<file path="config.mk">
export PLATFORM = sky130hd
export DESIGN_NAME = mul_div_unit
export DESIGN_NICKNAME = d
export VERILOG_FILES = /design/src/rtl/mdu_pkg.sv /design/src/rtl/mul_div_unit_cond_negate.sv /design/src/rtl/mul_div_unit.sv
export SDC_FILE = /design/constraint.sdc
export NUM_CORES = 1
export LEC_CHECK = 0
export BUFFER_PORTS_ARGS = -buffer_cell sky130_fd_sc_hd__buf_2
export CELL_PAD_IN_SITES_DETAIL_PLACEMENT = 1
export CELL_PAD_IN_SITES_GLOBAL_PLACEMENT = 1
export CORE_MARGIN = 3
export CORE_UTILIZATION = 42
export CTS_BUF_LIST = sky130_fd_sc_hd__clkbuf_4 sky130_fd_sc_hd__clkbuf_8
export DETAILED_ROUTE_END_ITERATION = 6
export PLACE_DENSITY = 0.78
export SETUP_SLACK_MARGIN = 0.15
export SYNTH_ARGS = -nofsm -noshare
export SYNTH_HDL_FRONTEND = slang
export SYNTH_SLANG_ARGS = --single-unit
</file>
<file path="constraint.sdc">
create_clock -name clk -period 3.56 [get_ports clk]
set_clock_uncertainty 0.15 [all_clocks]
set_input_delay 0.534 -clock clk [delete_from_list [all_inputs] [get_ports clk]]
set_output_delay 0.534 -clock clk [all_outputs]
set_load 0.02 [all_outputs]
</file>
<file path="src/rtl/mdu_pkg.sv">
// Shared definitions for the iterative multiply/divide unit.
// Op encodings, FSM states and the default datapath width.
package mdu_pkg;

    localparam int XLEN_DEFAULT = 32;

    typedef enum logic [1:0] {
        OP_MULT  = 2'b00,
        OP_MULTU = 2'b01,
        OP_DIV   = 2'b10,
        OP_DIVU  = 2'b11
    } op_e;

    typedef enum logic [1:0] {
        IDLE = 2'b00,
        CALC = 2'b01,
        FIX  = 2'b10,
        DONE = 2'b11
    } state_e;

endpackage

</file>
<file path="src/rtl/mul_div_unit_cond_negate.sv">
// Conditional two's-complement negation, purely combinational.
module cond_negate #(
    parameter int W = 32
) (
    input  logic         neg,
    input  logic [W-1:0] a,
    output logic [W-1:0] y
);

    assign y = neg ? (~a + W'(1)) : a;

endmodule

</file>
<file path="src/rtl/mul_div_unit.sv">
// Iterative MULT/MULTU/DIV/DIVU unit owning HI/LO.
// Shift-add multiply, restoring divide, sign fix-up in a final step.
module mul_div_unit
    import mdu_pkg::*;
#(
    parameter int XLEN  = XLEN_DEFAULT,
    parameter int ITERS = XLEN
) (
    input  logic            clk,
    input  logic            rst_n,
    input  logic            start,
    input  logic [1:0]      op,
    input  logic [XLEN-1:0] rs_val,
    input  logic [XLEN-1:0] rt_val,
    input  logic            mthi,
    input  logic            mtlo,
    input  logic [XLEN-1:0] wdata,
    output logic            busy,
    output logic            done,
    output logic            div_by_zero,
    output logic [XLEN-1:0] hi,
    output logic [XLEN-1:0] lo
);

    localparam int CW = $clog2(ITERS + 1);

    state_e              state_q, state_d;
    logic                is_div_q, neg_res_q, neg_rem_q, dz_q;
    logic [2*XLEN-1:0]   acc_q;
    logic [XLEN-1:0]     rem_q, a_q, hi_q, lo_q;
    logic [CW-1:0]       cnt_q;
    logic                done_q, dbz_q;

    logic                is_signed, is_div, dz, last;
    logic                neg_rs, neg_rt;
    logic [XLEN-1:0]     rs_abs, rt_abs;
    logic [XLEN:0]       mul_sum, div_sh;
    logic                div_ok;
    logic [2*XLEN-1:0]   prod_fix;
    logic [XLEN-1:0]     quo_fix, rem_fix;

    assign is_signed = (op == OP_MULT) || (op == OP_DIV);
    assign is_div    = (op == OP_DIV) || (op == OP_DIVU);
    assign dz        = is_div && (rt_val == '0);
    assign last      = (cnt_q == CW'(ITERS - 1));
    assign neg_rs    = is_signed && rs_val[XLEN-1];
    assign neg_rt    = is_signed && rt_val[XLEN-1];

    cond_negate #(.W(XLEN)) u_abs_rs (
        .neg(neg_rs), .a(rs_val), .y(rs_abs)
    );
    cond_negate #(.W(XLEN)) u_abs_rt (
        .neg(neg_rt), .a(rt_val), .y(rt_abs)
    );
    cond_negate #(.W(2*XLEN)) u_fix_prod (
        .neg(neg_res_q), .a(acc_q), .y(prod_fix)
    );
    cond_negate #(.W(XLEN)) u_fix_quo (
        .neg(neg_res_q), .a(acc_q[XLEN-1:0]), .y(quo_fix)
    );
    cond_negate #(.W(XLEN)) u_fix_rem (
        .neg(neg_rem_q), .a(rem_q), .y(rem_fix)
    );

    // acc low half holds the multiplier / dividend shifting out,
    // product bits or quotient bits shift in behind it.
    assign mul_sum = {1'b0, acc_q[2*XLEN-1:XLEN]}
                   + (acc_q[0] ? {1'b0, a_q} : '0);
    assign div_sh  = {rem_q, acc_q[XLEN-1]};
    assign div_ok  = (div_sh >= {1'b0, a_q});

    always_comb begin
        state_d = state_q;
        unique case (state_q)
            IDLE: if (start) state_d = dz ? DONE : CALC;
            CALC: if (last) state_d = FIX;
            FIX:  state_d = DONE;
            DONE: state_d = IDLE;
            default: state_d = IDLE;
        endcase
    end

    always_ff @(posedge clk or negedge rst_n) begin
        if (!rst_n) begin
            state_q <= IDLE;
        end else begin
            state_q <= state_d;
        end
    end

    always_ff @(posedge clk or negedge rst_n) begin
        if (!rst_n) begin
            is_div_q  <= 1'b0;
            neg_res_q <= 1'b0;
            neg_rem_q <= 1'b0;
            dz_q      <= 1'b0;
            acc_q     <= '0;
            rem_q     <= '0;
            a_q       <= '0;
            cnt_q     <= '0;
            hi_q      <= '0;
            lo_q      <= '0;
            done_q    <= 1'b0;
            dbz_q     <= 1'b0;
        end else begin
            done_q <= 1'b0;
            dbz_q  <= 1'b0;
            unique case (state_q)
                IDLE: begin
                    if (start) begin
                        is_div_q  <= is_div;
                        neg_res_q <= neg_rs ^ neg_rt;
                        neg_rem_q <= is_div && neg_rs;
                        dz_q      <= dz;
                        cnt_q     <= '0;
                        if (dz) begin
                            acc_q <= {{XLEN{1'b0}}, {XLEN{1'b1}}};
                            rem_q <= rs_val;
                        end else if (is_div) begin
                            a_q   <= rt_abs;
                            acc_q <= {{XLEN{1'b0}}, rs_abs};
                            rem_q <= '0;
                        end else begin
                            a_q   <= rs_abs;
                            acc_q <= {{XLEN{1'b0}}, rt_abs};
                        end
                    end else begin
                        if (mthi) hi_q <= wdata;
                        if (mtlo) lo_q <= wdata;
                    end
                end
                CALC: begin
                    cnt_q <= last ? '0 : cnt_q + CW'(1);
                    if (is_div_q) begin
                        rem_q <= div_ok
                               ? XLEN'(div_sh - {1'b0, a_q})
                               : div_sh[XLEN-1:0];
                        acc_q[XLEN-1:0] <= {acc_q[XLEN-2:0], div_ok};
                    end else begin
                        acc_q <= {mul_sum, acc_q[XLEN-1:1]};
                    end
                end
                FIX: begin
                    if (is_div_q) begin
                        acc_q[XLEN-1:0] <= quo_fix;
                        rem_q           <= rem_fix;
                    end else begin
                        acc_q <= prod_fix;
                    end
                end
                DONE: begin
                    done_q <= 1'b1;
                    dbz_q  <= dz_q;
                    lo_q   <= acc_q[XLEN-1:0];
                    hi_q   <= is_div_q ? rem_q
                                       : acc_q[2*XLEN-1:XLEN];
                end
                default: ;
            endcase
        end
    end

    assign busy        = (state_q != IDLE);
    assign done        = done_q;
    assign div_by_zero = dbz_q;
    assign hi          = hi_q;
    assign lo          = lo_q;

endmodule

</file>
==> metrics list, run 1 <==
- Iteration count of the initial detailed-routing pass: 5
- Counting every net in the synthesized netlist gives 2515.
* Number of synthesized flops with an enable pin: 0
- Final Instance Area: 22400 µm²
- Final sum of negative setup slack: -0.0637 ns
- Number of buffers between clock root and the deepest sink: 3
* Fmax: 276 MHz
- Crit path time final: 3.62 ns
- The floorplan step set the die height to 212 µm.
* Fraction of final layout cells sized beyond drive strength 1: 0.256
* First-pass GRT wire length: 120000 µm
* GRT Resource Usage Total: 0.345
* Netlist Area Pre-Place: 17900 µm²
* Number of synthesized register bits: 206
- Period utilisation layout: 1.02
* FF-to-FF path depth: 12
* Detailed-placement wirelength estimate: 60900 µm
- Counting instances, the worst hold path has a depth of 3.
* Post-synthesis sequential area ratio: 0.288
- The worst setup path is captured at a register.
- Along the worst path, the maximum fanout reaches 5.
* Clock network latency to the later pin of the worst-skew pair: 0.64 ns
- The floorplan step defined a die boundary enclosing 45100 µm².
* Max-capacitance violation count: 0
- Setup crit start kind: register
- Pre-CTS setup slack: -0.0397 ns
- In this run the horizontal extent of the chip is 212 µm.
- Worst reg2reg setup slack: -0.06 ns
- Share of synthesized flip-flops with an asynchronous set or reset: 1.00
- The checks that failed: setup timing.
* Total power density per cell area: 1160 nW/µm²
* Endpoint required time on the critical path: 3.88 ns
- Ports: 170
- Drt drc: 0
- The number of global-route vias before repair is 19.8k.
* Clock tree from TritonCTS: built
- Number of hold-slack violations in the final timing report: 0
- In this run the critical register-to-register path is captured at rem_q[29].
* Pin count of the biggest net entering global routing: 81
* Core outline area: 41500 µm²
- Class of the tightest hold or removal check: in -> reg
* Number of H-tree levels: 2
- WL per Instance: 25.7 µm
- The number of antenna violations at the first check in global routing came to 2.
- Worst hold-check slack: 0.0679 ns
- Slew headroom: 0.361
- 0 antenna diodes ended up in the layout.
- The run finished, with violations left.
- Finish-stage setup viols: 1
- The filler cells instantiated in the layout total 5121.
- Startpoint-to-endpoint class of the critical path: reg -> reg
- Area taken by flip-flops and latches: 5160 µm²
- During placement, the flow inserted port buffers numbering 169.
* Total number of placement rows: 74
* Clock transition time at the flip-flop clock pins of the worst setup and hold paths: 0.06 ns
- Yosys mapped the design onto 77 distinct sky130hd cell types.
* Slew at the pin with the worst max-slew slack: 0.959 ns
* Vias after detailed routing: 20.3k
- Placed instance count: 3072
- The total count of max-transition violations in the final report came to 0.
- Setup repair after global routing missed its margin: yes
- The worst-case IR drop observed on VDD is 0.000639 V.
* Area added between synthesis and finish: 25.0%
- In this run the clock root is driven by a clkbuf_8.
- Startpoint of the worst-slack reg-to-reg timing path: a_q[3]
* Placed Area: 20400 µm²
- At the end of the flow, the number of nets in the layout was 2788.
* Endpoint of the worst hold-timing path: lo[16]
* Primary FF master, synth: dfrtp_1
- Routability-driven placement finished with a final weighted congestion of 1.04.
* Launch point of the worst hold path: wdata[16]
- Mean post-synth cell area: 7.65 µm²
* Remaining global-route overflow: 0
* P_leak: 9.94 nW
- For this design, the sink count on the clock tree is 206.
* Total routed wirelength: 81600 µm
* Violation count after the first detailed-route iteration: 2109
* Synthesized instance count: 2337
- The finished layout holds 3169 standard cells, fillers aside.
- In the routed layout, each cell is associated on average with a via count of 6.40.
* Worst path setup slack after routing: -0.0637 ns
* Total clock buffers created by CTS: 42
- The initial utilization of the core area, before any placement, comes to 0.431.
- Multi-input logic area: 12800 µm²
- Arrival time reported for the critical path endpoint: 3.95 ns
* Antenna viol nets, final: 0
- Synthesis warning total: 0
worst max-delay path: stages (launching register included):
cell and delay (ns):
dfrtp_1 0.40, inv_2 0.11, ha_4 0.23, a21o_1 0.16, a21o_1 0.24, o211ai_1 0.34, nand3_1 0.22, a211oi_2 0.38
buf_4 0.19, mux2_4 0.29, or4_4 0.54, a31oi_2 0.17, o21ai_1 0.07
cell usage in the layout (no fill, tap or decap), drive strengths merged, types with 12 or more instances in the layout:
cell type and instances:
xor2 61, a21o 49, or4 20, o41ai 12
nor2b 17, a211oi 13, nor4 30, or3 24
o21ai 264, ha 73, a221oi 26, mux2i 113
nor3 105, xnor2 72, nand4 13, nor2 234
inv 67, dfrtp 206, mux2 38, nand2b 20
o31ai 30, a31oi 21, nand2 275, buf 390
a22oi 26, a21oi 189, nand3 32, clkbuf 62
per-layer routing:
| metal | vias up | routed length (µm) | GRT usage |
|---|---|---|---|
| met3 | 214 | 6770 | 0.0547 |
| met4 | 2 | 4560 | 0.161 |
| met1 | 10100 | 34100 | 0.474 |
| li1 | 9000 | - | - |
| met5 | - | 80 | 0 |
| met2 | 948 | 36100 | 0.535 |
kinds of logic (layout without fill, tap and decap cells):
family | after synthesis | after routing | share of synthesized area
xor+xnor | 133 | 133 | 0.0651
fa+ha+maj | 75 | 75 | 0.0533
buf+inv | 230 | 530 | 0.0492
flops | 206 | 206 | 0.288
compound gates | 726 | 726 | 0.248
mux | 151 | 151 | 0.0871
simple gates | 816 | 816 | 0.209
per-stage QoR:
step / total power, mW / util
6_report: 26.0 / 0.539
4_1_cts: 24.2 / 0.521
2_1_floorplan: 14.7 / -
5_1_grt: 27.6 / 0.539
3_5_place_dp: 21.0 / 0.493
3_3_place_gp: 20.4 / 0.493
worst max path at each step:
| stage | startpoint | to | slack, ns | cells after the start |
|---|---|---|---|---|
| after floorplan | acc_q[13] | acc_q[60] | -0.008 | 10 |
| after global placement | a_q[0] | acc_q[61] | 0.004 | 12 |
| after detailed placement | rt_val[13] | a_q[16] | -0.04 | 10 |
| after CTS | acc_q[13] | acc_q[60] | 0.04 | 9 |
| after global routing | a_q[3] | rem_q[29] | -0.07 | 12 |
| final | a_q[3] | rem_q[29] | -0.06 | 12 |
Yosys cell counts (11+ instances only):
master    count  share of area
or3_1        24         0.0084
a21o_1       49          0.021
a221oi_1     26          0.013
nand4_1      13         0.0045
nor4_1       30          0.010
clkbuf_1    134          0.028
xnor2_1      72          0.035
a31oi_1      21         0.0073
nor3_1      105          0.029
nand3_1      32         0.0090
nand2b_1     20         0.0070
o21a_1       11         0.0046
o41ai_1      12         0.0059
buf_1        20         0.0042
nor2_1      234          0.049
mux2_2       38          0.024
o31ai_1      30          0.013
or4_1        17         0.0071
nand2_1     275          0.058
a21oi_1     189          0.053
o21ai_0     261          0.073
a211oi_1     13         0.0055
a22oi_1      26          0.011
inv_1        66          0.014
mux2i_1     113          0.063
ha_1         73          0.051
xor2_1       61          0.030
nor2b_1      17         0.0059
dfrtp_1     206           0.29
layout make-up:
type | count | area share
Clock inverter | 10 | 0.00313
Sequential cell | 206 | 0.231
Timing Repair Buffer | 392 | 0.119
Clock buffer | 61 | 0.0345
Tap cell | 532 | 0.0298
Multi-Input combinational cell | 1901 | 0.571
Inverter | 67 | 0.0112
sequential cells by signal (all words and copies together), names as in the netlist:
| name | flops |
|---|---|
| hi | 32 |
| div_by_zero | 1 |
| done | 1 |
| rem_q | 32 |
| neg_rem_q | 1 |
| is_div_q | 1 |
| lo | 32 |
| state_q | 2 |
| dz_q | 1 |
| a_q | 32 |
| neg_res_q | 1 |
| cnt_q | 6 |
| acc_q | 64 |
power by group:
part	internal, mW	switching (mW)
Combinational	7.38	11.6
Sequential	3.45	0.996
Clock	1.39	1.20
repair_timing:
action	CTS	global route
endpoints found under the setup margin	32	54
hold buffers	1	0
resized for setup	56	131
pin swaps	17	50
buffers inserted	8	15
gates cloned	2	0
endpoints found under the hold margin	73	0
(Power assumes the default switching activity.)
==> inputs of run 2 (changes only) <==
--- a/config.mk
+++ b/config.mk
@@ -5,7 +5,9 @@
 export SDC_FILE = /design/constraint.sdc
 export NUM_CORES = 1
 export LEC_CHECK = 0
+export ABC_CLOCK_PERIOD_IN_PS = 3560
 export BUFFER_PORTS_ARGS = -buffer_cell sky130_fd_sc_hd__buf_2
+export CAP_MARGIN = 0
 export CELL_PAD_IN_SITES_DETAIL_PLACEMENT = 1
 export CELL_PAD_IN_SITES_GLOBAL_PLACEMENT = 1
 export CORE_MARGIN = 3
@@ -13,7 +15,7 @@
 export CTS_BUF_LIST = sky130_fd_sc_hd__clkbuf_4 sky130_fd_sc_hd__clkbuf_8
 export DETAILED_ROUTE_END_ITERATION = 6
 export PLACE_DENSITY = 0.78
-export SETUP_SLACK_MARGIN = 0.15
+export SETUP_SLACK_MARGIN = 0.5
 export SYNTH_ARGS = -nofsm -noshare
 export SYNTH_HDL_FRONTEND = slang
 export SYNTH_SLANG_ARGS = --single-unit
==> metrics list, run 2 (synthesized netlist as in run 1, its figures left out) <==
* Worst setup path startpoint: acc_q[13]
- Relative to the synthesized area, the layout overhead comes to 33.6%.
- Total buffers and inverters traversed by the critical path: 0 (-2)
* Die extent in x: 212 µm (unchanged)
- The worst ir drop on vdd came to 0.000753 V (+18%).
- The library cell used most frequently in the layout, excluding fill and tap cells, is nand2_1.
* Core outline area: 41500 µm² (unchanged)
* Biggest register: acc_q
- The final routed DRC violation total is 0 (unchanged).
* Antenna viol nets, final: 0 (unchanged)
* Total power density per cell area: 1210 nW/µm² (+4.4%)
- The cell area reported after detailed placement is 20500 µm² (+0.45%).
- The mean number of vias per cell came to 6.46 (+0.98%).
- Count of input and output buffers: 169 (unchanged)
- Final Core Density: 0.576 (+0.0369)
- Fraction of final layout cells sized beyond drive strength 1: 0.312 (+0.0567)
- The startpoint identified for the worst hold timing path is wdata[3].
* Max Transition Viols Final: 0 (unchanged)
- The final routed wire length divided by cell count is 27.4 µm (+6.4%).
- Total routed wirelength: 88200 µm (+8.1%)
* Final sum of negative setup slack: -0.0343 ns (+0.0294 ns)
* Violation count after the first detailed-route iteration: 2376 (+13%)
- The maximum fanout count along the critical path was 4 (-1).
* Max-capacitance violation count: 0 (unchanged)
- Cell occurring most often along the worst timing path: or4_4
- Number of global-route vias before repair: 20.8k (+5.0%)
- Endpoint required time on the critical path: 3.89 ns (about the same)
* Worst path setup slack after routing: -0.0343 ns (+0.0294 ns)
* Number of hold-slack violations in the final timing report: 0 (unchanged)
- The clock sink count was 206 (unchanged).
* Failing checks: setup timing
- Ports: 170 (unchanged)
- The slew at the pin closest to its max-slew limit came to 0.943 ns (-0.0155 ns).
- Clock tree from TritonCTS: built
- Pin count of the biggest net entering global routing: 84 (+3.7%)
- Startpoint-to-endpoint class of the critical path: reg -> reg
- Startpoint of the worst-slack reg-to-reg timing path: acc_q[13]
* Net count reported at finish: 2834 (+1.6%)
- Arrival time reported for the critical path endpoint: 3.92 ns (-0.03 ns)
* Setup crit start kind: register
* First-pass GRT wire length: 127000 µm (+5.5%)
* Class of the tightest hold or removal check: in -> reg
- Largest register FFs: 64 (unchanged)
- The number of buffers inserted during clock tree synthesis is 40 (-4.8%).
* Stage delay of the slowest cell on the critical path: 0.54 ns (about the same)
- The number of vias after detailed routing is 20.8k (+2.5%).
- Height of the die: 212 µm (unchanged)
- Setup repair after global routing could not meet its margin everywhere.
* Number of buffers between clock root and the deepest sink: 3 (unchanged)
- Final weighted congestion in routability-driven placement: 0.982 (-5.7%)
* Fmax: 278 MHz (+0.82%)
- Detailed-placement wirelength estimate: 61700 µm (+1.2%)
- Finish-stage setup viols: 1 (unchanged)
- Clock network latency to the later pin of the worst-skew pair: 0.64 ns (about the same)
- The post-layout instance area was 23900 µm² (+6.8%).
- Slew headroom: 0.371 (+0.0104)
- Clock transition time at the flip-flop clock pins of the worst setup and hold paths: 0.06 ns (about the same)
- The final period demand of the worst path came to 3.59 ns (-0.0294 ns).
- Initial Utilization: 0.431 (unchanged)
* Total Die Area: 45100 µm² (unchanged)
- Initial antenna violation count: 6 (+4)
- The leakage power figure came to 10.5 nW (+5.4%).
* Total number of placement rows: 74 (unchanged)
- Largest delay share family, worst path: simple AND/OR/NAND/NOR gates
- GRT Resource Usage Total: 0.365 (+0.0195)
- Clock root cell: clkbuf_8
- For this design, the slowest cell found on the critical path is or4_4.
- The share of the cycle needed by the critical path after routing was 1.01 (-0.00826).
- Commonest cells after routing, fill and taps aside: nand2_1, o21ai_0, nor2_1
* Worst hold-check slack: 0.0622 ns (-0.00568 ns)
* Iteration count of the initial detailed-routing pass: 6 (+1)
* Run status: complete, but fails checks
- Endpoint kind of the worst setup timing path: register
- The total global routing overflow is 0 (unchanged).
- Number of H-tree levels: 2 (unchanged)
- The signal on the critical path passes through or4_4 > or4b_4 > or2_4 > or4_4 > or3_4 > nor2_4 > mux2i_1 > o21ai_1 > or3_1.
## run 2: cell count changes in the layout (fill, tap and decap cells not counted), sizes merged
| cell | delta |
|---|---|
| diode | +3 |
| clkinv | -2 |
| clkinvlp | -1 |
| clkbuf | +1 |
| buf | +48 |
## run 2: final cells by class
cell class / instances / area (µm²)
Antenna cell: 3 / 7.51
Clock buffer: 62 / 778
Clock inverter: 7 / 61.3
Fill cell: 4963 / 17600
Inverter: 67 / 259
Multi-Input combinational cell: 1901 / 13700
Sequential cell: 206 / 5170
Tap cell: 532 / 666
Timing Repair Buffer: 440 / 3220
## run 2: worst register-to-register path: cells and delay by family, from the launching register on
family	cells	cell delay, ns
and+or+nand+nor	7	2.64
muxes	1	0.19
AOI/OAI and AO/OA	1	0.07
DFF	1	0.38
## run 2: final timing paths
path	endpoint	slack, ns	cells after the start
max	acc_q[60]	-0.03	9
min	lo[3]	0.06	3
max reg2reg	acc_q[60]	-0.03	9
min reg2reg	lo[3]	0.33	2
max in group asynchronous	rem_q[20]	1.95	3
min in group asynchronous	acc_q[62]	0.40	2
## run 2: what timing repair did
item,CTS,global route
buffers inserted,45,43
pin swaps,86,53
hold buffers,1,0
gates cloned,3,0
hold endpoints to repair,74,0
endpoints found under the setup margin,74,74
gates resized for setup,279,109
## run 2: per-stage QoR
| stage | worst slack, ns | instances | total power, mW |
|---|---|---|---|
| floorplan | -0.00796 | 2337 | 15.3 |
| global placement | -0.136 | 3054 | 20.7 |
| detailed placement | -0.127 | 3054 | 21.3 |
| CTS | -0.00107 | 3172 | 26.3 |
| global route | -0.100 | 3216 | 30.4 |
| finish | -0.0343 | 3218 | 29.0 |
## run 2: power breakdown
part / switching, mW / total (mW) / internal (mW)
clock: 1.22 / 2.62 / 1.40
combinational: 13.0 / 21.8 / 8.74
sequential: 1.13 / 4.59 / 3.46
## run 2: layer usage
metal,up-vias,track usage,share of wire
met4,6,0.189,0.063
met2,1174,0.567,0.44
li1,9097,-,-
met1,10200,0.480,0.39
met3,328,0.0775,0.098
met5,-,0,0.00039
